--- src/rtl/seq_divider.sv ---
// Sequential signed restoring divider: WIDTH_FP-bit dividend / WIDTH_IN-bit divisor,
// one quotient bit per cycle, start/done handshake with sign fix-up in a final cycle.
module seq_divider #(
  parameter int unsigned WIDTH_IN = 16,
  parameter int unsigned WIDTH_FP = 32,
  parameter int unsigned WIDTH_CO = 6
) (
  input  logic                clk,
  input  logic                reset,
  input  logic                start,
  input  logic [WIDTH_FP-1:0] dividend,
  input  logic [WIDTH_IN-1:0] divisor,
  output logic                busy,
  output logic                done,
  output logic [WIDTH_IN-1:0] quotient,
  output logic [WIDTH_IN-1:0] remainder,
  output logic                div_zero,
  output logic                overflow
);

  typedef enum logic [1:0] {S_IDLE, S_DIVIDE, S_FIX} state_t;

  localparam logic [WIDTH_FP-1:0] LIM_NEG = WIDTH_FP'(1) << (WIDTH_IN - 1);
  localparam logic [WIDTH_FP-1:0] LIM_POS = LIM_NEG - WIDTH_FP'(1);
  localparam logic [WIDTH_IN-1:0] Q_OVF   = WIDTH_IN'(1) << (WIDTH_IN - 1);

  state_t              r_state;
  state_t              w_next;
  logic [WIDTH_FP-1:0] r_dvd;
  logic [WIDTH_IN-1:0] r_dsr;
  logic [WIDTH_IN-1:0] r_acc;
  logic [WIDTH_CO-1:0] r_cnt;
  logic                r_sign_n;
  logic                r_sign_q;
  logic                r_dz;
  logic                r_done;
  logic [WIDTH_IN-1:0] r_quot;
  logic [WIDTH_IN-1:0] r_rem;
  logic                r_dz_o;
  logic                r_ovf;

  logic [WIDTH_FP-1:0] w_dvd_abs;
  logic [WIDTH_IN-1:0] w_dsr_abs;
  logic                w_dsr_zero;
  logic [WIDTH_IN:0]   w_acc_sh;
  logic [WIDTH_IN:0]   w_diff;
  logic                w_ge;
  logic                w_last;
  logic                w_ovf;
  logic [WIDTH_IN-1:0] w_q_signed;
  logic [WIDTH_IN-1:0] w_r_signed;

  // r_dvd starts as |dividend| and is shifted out MSB-first while quotient bits fill its LSB
  assign w_dvd_abs  = dividend[WIDTH_FP-1] ? (-dividend) : dividend;
  assign w_dsr_abs  = divisor[WIDTH_IN-1] ? (-divisor) : divisor;
  assign w_dsr_zero = (divisor == '0);
  assign w_acc_sh   = {r_acc, r_dvd[WIDTH_FP-1]};
  assign w_diff     = w_acc_sh - {1'b0, r_dsr};
  assign w_ge       = ~w_diff[WIDTH_IN];
  assign w_last     = (r_cnt == WIDTH_CO'(WIDTH_FP - 1));
  assign w_ovf      = r_sign_q ? (r_dvd > LIM_NEG) : (r_dvd > LIM_POS);
  assign w_q_signed = r_sign_q ? (-r_dvd[WIDTH_IN-1:0]) : r_dvd[WIDTH_IN-1:0];
  assign w_r_signed = r_sign_n ? (-r_acc) : r_acc;

  always_ff @(posedge clk or negedge reset) begin
    if (!reset) begin
      r_state <= S_IDLE;
    end else begin
      r_state <= w_next;
    end
  end

  always_comb begin
    w_next = r_state;
    case (r_state)
      S_IDLE:   if (start) w_next = w_dsr_zero ? S_FIX : S_DIVIDE;
      S_DIVIDE: if (w_last) w_next = S_FIX;
      S_FIX:    w_next = S_IDLE;
      default:  w_next = S_IDLE;
    endcase
  end

  always_comb begin
    busy      = (r_state != S_IDLE);
    done      = r_done;
    quotient  = r_quot;
    remainder = r_rem;
    div_zero  = r_dz_o;
    overflow  = r_ovf;
  end

  always_ff @(posedge clk or negedge reset) begin
    if (!reset) begin
      r_dvd    <= '0;
      r_dsr    <= '0;
      r_acc    <= '0;
      r_cnt    <= '0;
      r_sign_n <= 1'b0;
      r_sign_q <= 1'b0;
      r_dz     <= 1'b0;
      r_done   <= 1'b0;
      r_quot   <= '0;
      r_rem    <= '0;
      r_dz_o   <= 1'b0;
      r_ovf    <= 1'b0;
    end else begin
      r_done <= (r_state == S_FIX);
      case (r_state)
        S_IDLE: begin
          if (start) begin
            r_dvd    <= w_dvd_abs;
            r_dsr    <= w_dsr_abs;
            r_acc    <= '0;
            r_cnt    <= '0;
            r_sign_n <= dividend[WIDTH_FP-1];
            r_sign_q <= dividend[WIDTH_FP-1] ^ divisor[WIDTH_IN-1];
            r_dz     <= w_dsr_zero;
          end
        end
        S_DIVIDE: begin
          r_acc <= w_ge ? w_diff[WIDTH_IN-1:0] : w_acc_sh[WIDTH_IN-1:0];
          r_dvd <= {r_dvd[WIDTH_FP-2:0], w_ge};
          r_cnt <= r_cnt + WIDTH_CO'(1);
        end
        S_FIX: begin
          if (r_dz) begin
            r_quot <= '0;
            r_rem  <= '0;
            r_dz_o <= 1'b1;
            r_ovf  <= 1'b0;
          end else if (w_ovf) begin
            r_quot <= Q_OVF;
            r_rem  <= '0;
            r_dz_o <= 1'b0;
            r_ovf  <= 1'b1;
          end else begin
            r_quot <= w_q_signed;
            r_rem  <= w_r_signed;
            r_dz_o <= 1'b0;
            r_ovf  <= 1'b0;
          end
        end
        default: ;
      endcase
    end
  end

endmodule

--- config.mk ---
export PLATFORM = sky130hd
export DESIGN_NAME = seq_divider
export DESIGN_NICKNAME = d
export VERILOG_FILES = /design/src/rtl/seq_divider.sv
export SDC_FILE = /design/constraint.sdc
export NUM_CORES = 1
export LEC_CHECK = 0
export ABC_AREA = 0
export CAP_MARGIN = 20
export CORE_ASPECT_RATIO = 0.7
export CORE_MARGIN = 2
export CORE_UTILIZATION = 51
export CTS_CLUSTER_SIZE = 16
export DETAILED_ROUTE_END_ITERATION = 8
export DONT_BUFFER_PORTS = 1
export PLACE_DENSITY = 0.66
export SETUP_SLACK_MARGIN = 0.05
export SYNTH_ARGS = -nofsm -noshare
export SYNTH_HDL_FRONTEND = slang
export SYNTH_SLANG_ARGS = --single-unit
--- constraint.sdc ---
create_clock -name clk -period 2.8 [get_ports clk]
set_input_delay 0.56 -clock clk [delete_from_list [all_inputs] [get_ports clk]]
set_output_delay 0.56 -clock clk [all_outputs]
set_load 0.005 [all_outputs]
# Word level (Yosys, flattened, before mapping)
# Cells that the tools add are included.
dict set report totals {
  ramBits 0
  rom_bits 0
  reg_bits 110
  word_cells 58
  n_memories 0
  latchBits 0
}
dict set report op_classes {
  n_shift 0
  div 0
  reduce_logical 7
  bitwise_logic 2
  n_mul 0
  eq_ne 5
  mux 23
  add_sub_neg 6
  order_cmp 2
}
# op n
set ops {}
lappend ops {{$mux W16} 9}
lappend ops {{$mux W32} 2}
lappend ops {{$pmux W32 S2} 1}
lappend ops {{$neg A16 Y16} 3}
lappend ops {{$gt A32 B15 Y1 const B} 1}
lappend ops {{$gt A32 B16 Y1 const B} 1}
lappend ops {{$neg A32 Y32} 1}
lappend ops {{$pmux W16 S2} 1}
lappend ops {{$sub A17 B16 Y17} 1}
lappend ops {{$logic_not A16 Y1} 1}
lappend ops {{$pmux W6 S2} 1}
lappend ops {{$add A6 B1 Y6 const B} 1}
lappend ops {{$eq A6 B5 Y1 const B} 1}
lappend ops {{$mux W2} 3}
lappend ops {{$mux W6} 1}
lappend ops {{$reduce_and A2 Y1} 3}
lappend ops {{$mux W1} 4}
lappend ops {{$ne A2 B2 Y1 const B} 2}
lappend ops {{$pmux W2 S2} 1}
lappend ops {{$reduce_bool A2 Y1} 2}
lappend ops {{$eq A2 B1 Y1 const B} 1}
lappend ops {{$eq A2 B2 Y1 const B} 1}
lappend ops {{$logic_not A2 Y1} 1}
lappend ops {{$not A1 Y1} 1}
lappend ops {{$xor A1 B1 Y1} 1}

# Depth between registers and ports, before layout
dict set report depth {
  word_depth 4
  depth_mapped 12
  depth_no_buf 11
}

# Worst setup path before layout
# OpenSTA, ideal clock, no wires.
dict set report synth_timing {
  kind {register to register}
  start {register r_dvd[31]}
  end {register r_acc[13]}
  path_buffers 1
  path_slack_ns 0.261
  setup_ns 0.135
  t_required_ns 2.665
  path_stages_with_launch 13
  arrival_time_ns 2.404
  cell_sequence {dfrtp_1 -> inv_1 -> ha_1 -> fa_1 -> nand2b_1 -> a21o_1 -> a31oi_1 -> o31a_1 -> or3_1 -> o2111ai_4 -> buf_6 -> a32oi_1 -> o31ai_1}
}
dict set report synth_via {
  elab_chain_len 3
}
# element line_no
set synth_lines {}
lappend synth_lines {{start, declared} 29} ;# logic [WIDTH_FP-1:0] r_dvd;
lappend synth_lines {{start signal, assigned} 111} ;# r_dvd <= w_dvd_abs;
lappend synth_lines {{start signal, assigned} 122} ;# r_dvd <= {r_dvd[WIDTH_FP-2:0], w_ge};
lappend synth_lines {{$sub A17 B16 Y17} 58} ;# assign w_diff = w_acc_sh - {1'b0, r_dsr};
lappend synth_lines {{$mux W16} 121} ;# r_acc <= w_ge ? w_diff[WIDTH_IN-1:0] : w_acc_sh[WIDTH_IN-1:0];
lappend synth_lines {{$pmux W16 S2} 108} ;# case (r_state)
lappend synth_lines {{end signal, assigned} 121}
lappend synth_lines {{end, declared} 31} ;# logic [WIDTH_IN-1:0] r_acc;
# Every way passes these cells.
# A chain may end at the register's enable or synchronous reset.

# Worst setup path in the final report
dict set report layout_timing {
  start {register r_acc[6]}
  end {register r_acc[12]}
}
dict set report layout_via {
  elab_chain_len 3
}
# element line_no
set layout_lines {}
lappend layout_lines {{$sub A17 B16 Y17} 58}
lappend layout_lines {{$mux W16} 121}
lappend layout_lines {{$pmux W16 S2} 108}
# Every way passes these cells.

==> flow_summary.json <==
{
  "status": "finished, violations left",
  "violations": "negative hold slack",
  "clockBufferDepth": 2,
  "cellLeakagePower_nw": 3.19,
  "die-height_um": 101,
  "post-dp-hpwl_um": 12700,
  "launching_element_type_of_the_critical_path": "flip-flop",
  "share_of_the_core_filled_with_cells_in_the_final_layout_pct": 56.5,
  "synth_cells": 768,
  "finClkSkew_ns": 0.00666,
  "clock_latency_late_sink_ns": 0.34,
  "root_buffer": "sky130_fd_sc_hd__clkbuf_16",
  "antenna_found_initial": 0,
  "min_period_over_period_pct": 93.6,
  "cp.arrival_ns": 2.84,
  "final-hold-violation-count": 110,
  "rsz0062_at_grt": "yes",
  "seq_area_frac_synth_pct": 40.5,
  "rrSetupSlack_ns": 0.18,
  "post-route-min-period_ns": 2.62,
  "crit_path_max_incr_delay_ns": 0.42,
  "fp.dieArea_um2": 14300,
  "setup_tns_after_final_layout_ns": 0,
  "route.final.wire_length_um": 16800,
  "synth.ff_latch_count": 110,
  "max_slew_margin_pct": 44.7,
  "route.antenna.remaining_nets": 0,
  "regToRegStartpoint": "r_acc[6]",
  "globalRouteOverflowTotal": 0,
  "row_count": 35,
  "r2r_cells": 10,
  "cts-buffers-inserted": 9,
  "fmax_mhz": 381,
  "first_pass_grt_wire_length_um": 27700,
  "mappedNetlistArea_um2": 6800,
  "pin_count_of_the_biggest_net_entering_global_routing": 111,
  "max_cap_violations": 0,
  "worst_hold_check_path_type": "in2async",
  "report.final.setup_viol": 0,
  "ff_latch_area_um2": 2750,
  "final_cell_mix": "109 x sky130_fd_sc_hd__nand2_1, 109 x sky130_fd_sc_hd__dfrtp_1, 96 x sky130_fd_sc_hd__o21ai_0",
  "crit_path_top_delay_cell": "sky130_fd_sc_hd__dfrtp_1",
  "post_route_cells_drive_above_1_share_pct": 8.79,
  "syn_area_per_cell_um2": 8.86,
  "gp_routability_congestion": 0.883,
  "crit_family": "compound AO/OA/AOI/OAI gates",
  "yosysWarnings": 0,
  "crit_end": "r_acc[12]",
  "die_width_um": 142,
  "setup.worst_path.start": "r_acc[6]",
  "final.fill_count": 1198,
  "transition_time_of_the_tightest_slew_check_pin_ns": 0.827,
  "antenna_cells": 0,
  "vias": 5640,
  "start_util_pct": 51.9,
  "ctsHtreeMaxLevel": 3,
  "p_per_area_nw_per_um2": 1180,
  "clk_pin_slew_worst_paths_ns": 0.07,
  "area_growth_pct": 8.72,
  "groute.usage.overall_pct": 24.5,
  "multi_input_comb_area_um2": 3780,
  "drt_drc_violations_left": 0,
  "drv_slew": 0,
  "clock_tree_from_tritoncts": "done",
  "timing.hold.ws_ns": -0.0853,
  "dominantRegCellSynth": "sky130_fd_sc_hd__dfrtp_1",
  "timing.critical_path.to_type": "flip-flop",
  "nets_final": 843,
  "timing.critical_path.required_ns": 3.01,
  "synth-edff-count": 0,
  "timing.rr.end": "r_acc[12]",
  "ys_async_rst_share_pct": 100,
  "core_area_um2": 13100,
  "worstSetupPathDepth": 10,
  "synth.lib_cells_used.distinct": 63,
  "io_buffer_count": 0,
  "cts_num_sinks": 110,
  "1st_iter_drt_viols": 504,
  "cp_cell_sequence": "ha_1, a21oi_2, a21bo_2, a31oi_1, o31a_1, or3_1, o2111ai_4, buf_8, mux2i_1, o21ai_1",
  "avgViaCountPerCell": 6.00,
  "peak_supply_drop_mv": 0.619,
  "first_global_vias": 5354,
  "detail_route.first_pass.iterations": 5,
  "boundaryPins": 87,
  "worstPathMaxFanout": 7,
  "post_dr_wirelength_cell_um": 17.9,
  "criticalPathCategory": "reg2reg",
  "path_buf_inv": 1,
  "synth_nets": 841,
  "finalPower_w": 0.00875
}
-- cell usage after synthesis, types with 15 or more instances --
cell / n / area (µm²)
sky130_fd_sc_hd__nand2_1: 109 / 409
sky130_fd_sc_hd__o31ai_1: 25 / 188
sky130_fd_sc_hd__dfrtp_1: 110 / 2750
sky130_fd_sc_hd__inv_1: 31 / 116
sky130_fd_sc_hd__nand3_1: 17 / 85.1
sky130_fd_sc_hd__clkbuf_1: 36 / 135
sky130_fd_sc_hd__o22ai_1: 20 / 125
sky130_fd_sc_hd__o21ai_0: 97 / 485
sky130_fd_sc_hd__o21ai_1: 15 / 75.1
sky130_fd_sc_hd__a22oi_1: 21 / 158
sky130_fd_sc_hd__xnor2_1: 21 / 184
sky130_fd_sc_hd__a21oi_1: 18 / 90.1
sky130_fd_sc_hd__ha_1: 21 / 263
sky130_fd_sc_hd__nor2_1: 25 / 93.8
sky130_fd_sc_hd__xor2_1: 62 / 543
-- worst register-to-register path, stage by stage, from the launching register on --
cell and delay, ns:
sky130_fd_sc_hd__dfrtp_1 0.42, sky130_fd_sc_hd__ha_1 0.38, sky130_fd_sc_hd__a21oi_2 0.22, sky130_fd_sc_hd__a21bo_2 0.16, sky130_fd_sc_hd__a31oi_1 0.03, sky130_fd_sc_hd__o31a_1 0.29, sky130_fd_sc_hd__or3_1 0.40, sky130_fd_sc_hd__o2111ai_4 0.14
sky130_fd_sc_hd__buf_8 0.19, sky130_fd_sc_hd__mux2i_1 0.20, sky130_fd_sc_hd__o21ai_1 0.08
-- where the power goes --
group / total [W] / internal, W / switching, W
sequential: 0.00270 / 0.00213 / 0.000571
combinational: 0.00488 / 0.00206 / 0.00282
clock: 0.00117 / 0.000606 / 0.000567
total: 0.00875 / 0.00480 / 0.00395
-- sequential cells by signal, summed over array words and instances (netlist names), 2 cells and up --
| signal | count |
|---|---|
| r_state | 2 |
| r_dvd | 32 |
| r_acc | 16 |
| quotient | 16 |
| remainder | 16 |
| r_dsr | 16 |
| r_cnt | 6 |
-- through the flow --
step                setup WS [ns]  cell area, µm²  instances  hold slack [ns]
finish                      0.178            7390        940          -0.0853
global route               0.0459            7390        940           -0.109
CTS                         0.123            7350        939          -0.0992
detailed placement          0.134            7090        924            0.267
global placement            0.170            7090        924            0.267
floorplan                   0.261            6800        768            0.264
-- cell type report --
class / count / area share, %
repair buffers: 31 / 3.71
well taps: 166 / 2.81
inverters: 31 / 1.57
clock buffers: 11 / 3.15
flip-flops and latches: 110 / 37.2
multi-input cells: 587 / 51.1
clock inverters: 4 / 0.457
-- kinds of logic after synthesis --
group | share of synthesized area, %
fa+ha+maj | 4.16
flops | 40.5
xor+xnor | 10.7
compound gates | 22.8
mux | 1.78
buf+inv | 4.14
simple gates | 16.0
-- layer usage --
metal  GRT usage, %  vias up  part of all wire [%]
met5              0        -                     0
met4           3.54        0                  0.55
met3           4.42        7                   7.5
met2           34.5      177                    39
met1           39.6     2702                    52
li1               -     2754                     -
-- how the worst min path moves through the flow --
| stage | start | to | slack (ns) |
|---|---|---|---|
| floorplan | reset | div_zero | 0.26 |
| global placement | reset | quotient[5] | 0.27 |
| detailed placement | reset | quotient[15] | 0.27 |
| CTS | reset | r_cnt[2] | -0.1 |
| global route | reset | quotient[15] | -0.11 |
| finish | reset | quotient[15] | -0.09 |
-- repair_timing --
| action | CTS | global route |
|---|---|---|
| hold endpoints to repair | 110 | 110 |
| gates resized for setup | 0 | 9 |
| setup endpoints to repair | 0 | 17 |
| buffers inserted | 0 | 0 |
Note: power is estimated with default switching activity, not from simulation.
==> edit 1, RTL diff (same flow settings) <==
The parameter `WIDTH_IN` goes from 16 to 14.
--- a/src/rtl/seq_divider.sv
+++ b/src/rtl/seq_divider.sv
@@ -1,7 +1,7 @@
 // Sequential signed restoring divider: WIDTH_FP-bit dividend / WIDTH_IN-bit divisor,
 // one quotient bit per cycle, start/done handshake with sign fix-up in a final cycle.
 module seq_divider #(
-  parameter int unsigned WIDTH_IN = 16,
+  parameter int unsigned WIDTH_IN = 14,
   parameter int unsigned WIDTH_FP = 32,
   parameter int unsigned WIDTH_CO = 6
 ) (
Ports: changed (resized divisor, quotient and remainder); port bits go from 87 to 81. The function was not compared with the original's and may differ.
==> edit 1 against the unedited design <==
The run still ends with hold timing left. Total power is 4.7% lower. Via count is 9.9% lower. Sequential cell count is 8 lower. Synthesized area is 8.0% lower. Routed wire length is 12% lower. Setup slack better by 23 ps. Global-route usage is 1.4 points lower. Sequential share of layout area is 0.29 points higher. Design area is 8.0% lower.
==> edit 1: results (changes against the unedited design) <==
commonest cells in the netlist = nand2_1 (114), o21ai_0 (106), dfrtp_1 (102) (was dfrtp_1 (110), nand2_1 (109), o21ai_0 (97))
Final min period = 2600 ps (was 2620 ps)
maximum fanout along the worst path = 3 (was 7)
Net Count, Synth = 775 (was 841)
DP HPWL = 11,100 um (was 12,700 um)
Leakage = 2.92 nW (was 3.19 nW)
first-pass GRT wire length = 24,600 um (was 27,700 um)
final hold vios = 102 (was 110)
via count = 5,080 (was 5,640)
WL/cell = 17.2 um (was 17.9 um)
Worst Reg2Reg Path Length in Cells = 9 (was 10)
nets = 768 (was 843)
synth unique cells = 59 (was 63)
violated checks = hold timing (unchanged)
synth warn = 0 (unchanged)
Synth area leaders = dfrtp_1 (41%), o21ai_0 (8.5%), xor2_1 (7.0%), nand2_1 (6.8%), ha_1 (3.8%) (was dfrtp_1 (40%), xor2_1 (8.0%), o21ai_0 (7.1%), nand2_1 (6.0%), ha_1 (3.9%))
Total GRT Usage = 0.231 (was 0.245)
actual slew at the worst max-slew pin = 873 ps (was 827 ps)
r2r endpoint = r_acc[11] (was r_acc[12])
status = finished, violations left (unchanged)
Min Hold Slack = -96.8 ps (was -85.3 ps)
Worst Hold Class = input port to asynchronous set/reset pin (unchanged)
Critical R2R Launch = r_dsr[1] (was r_acc[6])
Critical Path AT = 2830 ps (was 2840 ps)
RePlAce Congestion = 0.886 (was 0.883)
r2r setup slk = 200 ps (was 180 ps)
largest net degree at the start of global routing = 103 (was 111)
peak supply drop = 0.731 mV (was 0.619 mV)
pre-CTS WS = 118 ps (was 134 ps)
## edit 1: critical path, stage by stage, from the launching register on
cell	delay [ps]
dfrtp_1	420
inv_1	70
ha_1	280
nor2b_1	160
o311ai_0	440
nand3_1	200
a31o_2	270
a21oi_1	190
xnor2_1	100
a311o_1	350
## edit 1: layout make-up
cell class	count	area [sq um]
multi-input combinational	540	3480
clock buffer	10	239
sequential	102	2550
inverter	30	113
clock inverter	4	55.1
timing repair buffer	16	163
fill	1065	5050
tap	157	196
## edit 1: logic make-up after synthesis
logic type / share of synthesized area
and+or+nand+nor: 0.166
AOI/OAI and AO/OA: 0.213
DFF: 0.408
xor gates and xnor gates: 0.105
buffers and inverters: 0.0394
adders and majority gates: 0.0412
muxes: 0.0278
## edit 1: per-layer routing
layer,routed length (um),part of all wire,track usage,up-vias
li1,-,-,-,2493
met1,7570,0.51,0.359,2437
met2,6150,0.41,0.329,142
met3,1010,0.068,0.0608,8
met4,85,0.0057,0.0345,0
met5,0,0,0,-
## edit 1: worst min path at each step
stage / start / end / slack, ps / cells past startpoint
floorplan: reset / div_zero / 260 / 0
global placement: reset / quotient[3] / 270 / 0
detailed placement: reset / quotient[3] / 270 / 0
CTS: reset / quotient[3] / -100 / 0
global route: reset / r_dvd[6] / -110 / 0
finish: reset / r_sign_n / -100 / 0
## edit 1: power breakdown
group / internal (mW) / switching, mW / leakage (nW) / total, mW
combinational: 2.10 / 2.40 / 1.46 / 4.50
sequential: 2.00 / 0.592 / 1.31 / 2.60
clock: 0.714 / 0.533 / 0.141 / 1.25
## edit 1: timing repair
item / CTS / global route
endpoints found under the hold margin: 102 / 102
resized for setup: 0 / 4
endpoints found under the setup margin: 0 / 13
setup buffers: 0 / 1
## edit 1: through the flow
step           cells  instance area (sq um)
3_5_place_dp     843                   6450
5_1_grt          859                   6800
2_1_floorplan    706                   6260
4_1_cts          857                   6750
6_report         859                   6800
3_3_place_gp     843                   6450
==> edit 2, RTL diff (config.mk and constraints unchanged) <==
Made on the original files. Register the output `quotient`, cleared by the reset; this adds one clock of latency there. The other outputs are not delayed to match. Comments in the files are not updated.
--- a/src/rtl/seq_divider.sv
+++ b/src/rtl/seq_divider.sv
@@ -23,6 +23,8 @@
   localparam logic [WIDTH_FP-1:0] LIM_NEG = WIDTH_FP'(1) << (WIDTH_IN - 1);
   localparam logic [WIDTH_FP-1:0] LIM_POS = LIM_NEG - WIDTH_FP'(1);
   localparam logic [WIDTH_IN-1:0] Q_OVF   = WIDTH_IN'(1) << (WIDTH_IN - 1);
+
+  logic [WIDTH_IN-1:0] quotient_d;
 
   state_t              r_state;
   state_t              w_next;
@@ -83,7 +85,7 @@
   always_comb begin
     busy      = (r_state != S_IDLE);
     done      = r_done;
-    quotient  = r_quot;
+    quotient_d = r_quot;
     remainder = r_rem;
     div_zero  = r_dz_o;
     overflow  = r_ovf;
@@ -145,5 +147,13 @@
     end
   end
 
+  always_ff @(posedge clk or negedge reset) begin
+    if (!reset) begin
+      quotient <= '0;
+    end else begin
+      quotient <= quotient_d;
+    end
+  end
+
 endmodule
 
Check against the original RTL: no difference found for any inputs over 10 cycles, from zero or initial values and one cycle with reset low; that may be too few to reach the edited logic, so the function may still have changed.
==> edit 2 against the unedited design <==
The run still ends with hold timing left. Sequential power increased by 10%. Setup slack got worse by 5.4 ps. Sequential share of layout area increased by 1.6 points. Synthesized cell count increased by 0.78%. Critical path depth unchanged. Design area increased by 9.8%. Clock power increased by 91%. Hold slack got worse by 80 ps. Sequential cell count increased by 16. Combinational power decreased by 5.9%. Total power increased by 12%. Routed wire length increased by 3.0%. Synthesized area increased by 4.9%. Critical endpoint is now remainder[14]. Largest cell class unchanged.
==> edit 2: results (changes against the unedited design) <==
status = finished, violations left (unchanged)
violated checks = hold timing (unchanged)
synth unique cells = 52 (was 63)
Min Hold Slack = -165 ps (was -85.3 ps)
RePlAce Congestion = 0.888 (was 0.883)
largest net degree at the start of global routing = 127 (was 111)
via-per-instance ratio = 5.77 (was 6.00)
cell family with most CP delay = simple AND/OR/NAND/NOR gates (was compound AO/OA/AOI/OAI gates)
First DRT Iteration DRCs = 386 (was 504)
Leakage = 3.58 nW (was 3.19 nW)
final hold vios = 126 (was 110)
Sequential Area = 3150 sq um (was 2750 sq um)
first-pass GRT wire length = 27,900 um (was 27,700 um)
synth warn = 0 (unchanged)
met1 WL = 8860 um (was 8820 um)
crit path max-delay cell type = or3b_2 (was dfrtp_1)
Reg with most FFs = r_dvd (unchanged)
final WL = 17,300 um (was 16,800 um)
proportion of layout cells with a drive suffix above 1 = 0.114 (was 0.0879)
CP endpoint = remainder[14] (was r_acc[12])
Worst Reg2Reg Path Length in Cells = 10 (unchanged)
r2r endpoint = remainder[14] (was r_acc[12])
TritonCTS Buffers = 17 (was 9)
Met3 Routed Length = 980 um (was 1270 um)
DP HPWL = 12,400 um (was 12,700 um)
Synth area leaders = dfrtp_1 (44%), xor2_1 (7.9%), o21ai_0 (7.5%), nand2_1 (5.7%), ha_1 (3.7%) (was dfrtp_1 (40%), xor2_1 (8.0%), o21ai_0 (7.1%), nand2_1 (6.0%), ha_1 (3.9%))
Skew-Pair Late Insertion Delay = 420 ps (was 340 ps)
register area share after synthesis = 0.442 (was 0.405)
commonest cells in the netlist = dfrtp_1 (126), nand2_1 (108), o21ai_0 (107) (was dfrtp_1 (110), nand2_1 (109), o21ai_0 (97))
met2 WL = 7300 um (was 6630 um)
initial antenna violation count = 0 (unchanged)
H-tree levels = 4 (was 3)
r2r setup slk = 170 ps
peak supply drop = 0.662 mV (was 0.619 mV)
Critical Path AT = 2960 ps (was 2840 ps)
Clock Path Buffers = 2 (unchanged)
maximum fanout along the worst path = 28 (was 7)
Layout Skew = 6.06 ps (was 6.66 ps)
Total GRT Usage = 0.236 (was 0.245)
Root Buffer = clkbuf_16 (unchanged)
max_slew headroom = 0.553 (was 0.447)
vias in the first global route = 5,484 (was 5,354)
crit path from = r_dvd[1] (was r_acc[6])
nets = 861 (was 843)
asr flop ratio synth = 1.00 (unchanged)
fill cell count = 1,193 (was 1,198)
placed cell area = 7470 sq um (was 7090 sq um)
Max Used Layer = met4 (unchanged)
Crit path largest cell delay = 470 ps (was 420 ps)
Net Count, Synth = 847 (was 841)
## edit 2: area by class of cell
class / instances / area share
inverters: 26 / 0.0120
well taps: 190 / 0.0293
clock buffers: 17 / 0.0524
flip-flops and latches: 126 / 0.389
multi-input cells: 585 / 0.465
clock inverters: 15 / 0.0217
repair buffers: 32 / 0.0311
## edit 2: logic make-up (layout without fill, tap and decap cells)
logic type | count (synthesis) | count (layout) | synth area share
buf+inv | 63 | 90 | 0.0331
xor+xnor | 79 | 79 | 0.0980
compound gates | 229 | 229 | 0.193
simple gates | 233 | 233 | 0.163
flops | 126 | 126 | 0.442
fa+ha+maj | 22 | 22 | 0.0396
mux | 22 | 22 | 0.0312
## edit 2: worst reg2reg max path, cell delays in order (launching register included)
cell	delay (ps)
dfrtp_2	440
inv_1	70
ha_1	180
or3b_2	470
or4_4	450
nor2_1	120
nand3_1	110
a21oi_2	230
nand2_2	120
buf_12	180
o21ai_0	180
## edit 2: timing repair
item | 4_1_cts | 5_1_grt
hold endpoints to repair | 126 | 126
pin swaps | 1 | 1
endpoints found under the setup margin | 27 | 43
setup buffers | 0 | 4
gates resized for setup | 2 | 16
## edit 2: per-layer routing
| layer | up-vias | GRT usage |
|---|---|---|
| met5 | - | 0 |
| met4 | 0 | 0.0747 |
| met3 | 20 | 0.0518 |
| met2 | 147 | 0.342 |
| met1 | 2778 | 0.352 |
| li1 | 2773 | - |
## edit 2: worst min path at each step
| stage | from | end | slack, ps | depth (start not counted) |
|---|---|---|---|---|
| after floorplan | reset | div_zero | 260 | 0 |
| after global placement | reset | r_dsr[8] | 270 | 0 |
| after detailed placement | reset | r_dsr[8] | 270 | 0 |
| after CTS | reset | r_acc[8] | -180 | 0 |
| after global routing | reset | r_dsr[8] | -180 | 0 |
| final | reset | r_dsr[8] | -170 | 0 |
## edit 2: through the flow
| step | setup slack [ps] | setup TNS, ps | hold slack (ps) | cells |
|---|---|---|---|---|
| detailed placement | -24.2 | -30.1 | 268 | 955 |
| CTS | 51.3 | 0 | -180 | 987 |
| global placement | 10.2 | 0 | 268 | 955 |
| global route | 38.5 | 0 | -180 | 991 |
| floorplan | 70.0 | 0 | 264 | 774 |
| finish | 173 | 0 | -165 | 991 |
## edit 2: power breakdown
group          internal (mW)  leakage (nW)  switching [mW]
registers               2.35          1.63           0.622
logic                   2.01          1.65            2.58
clock network           1.34         0.294           0.904
total                   5.70          3.58            4.11
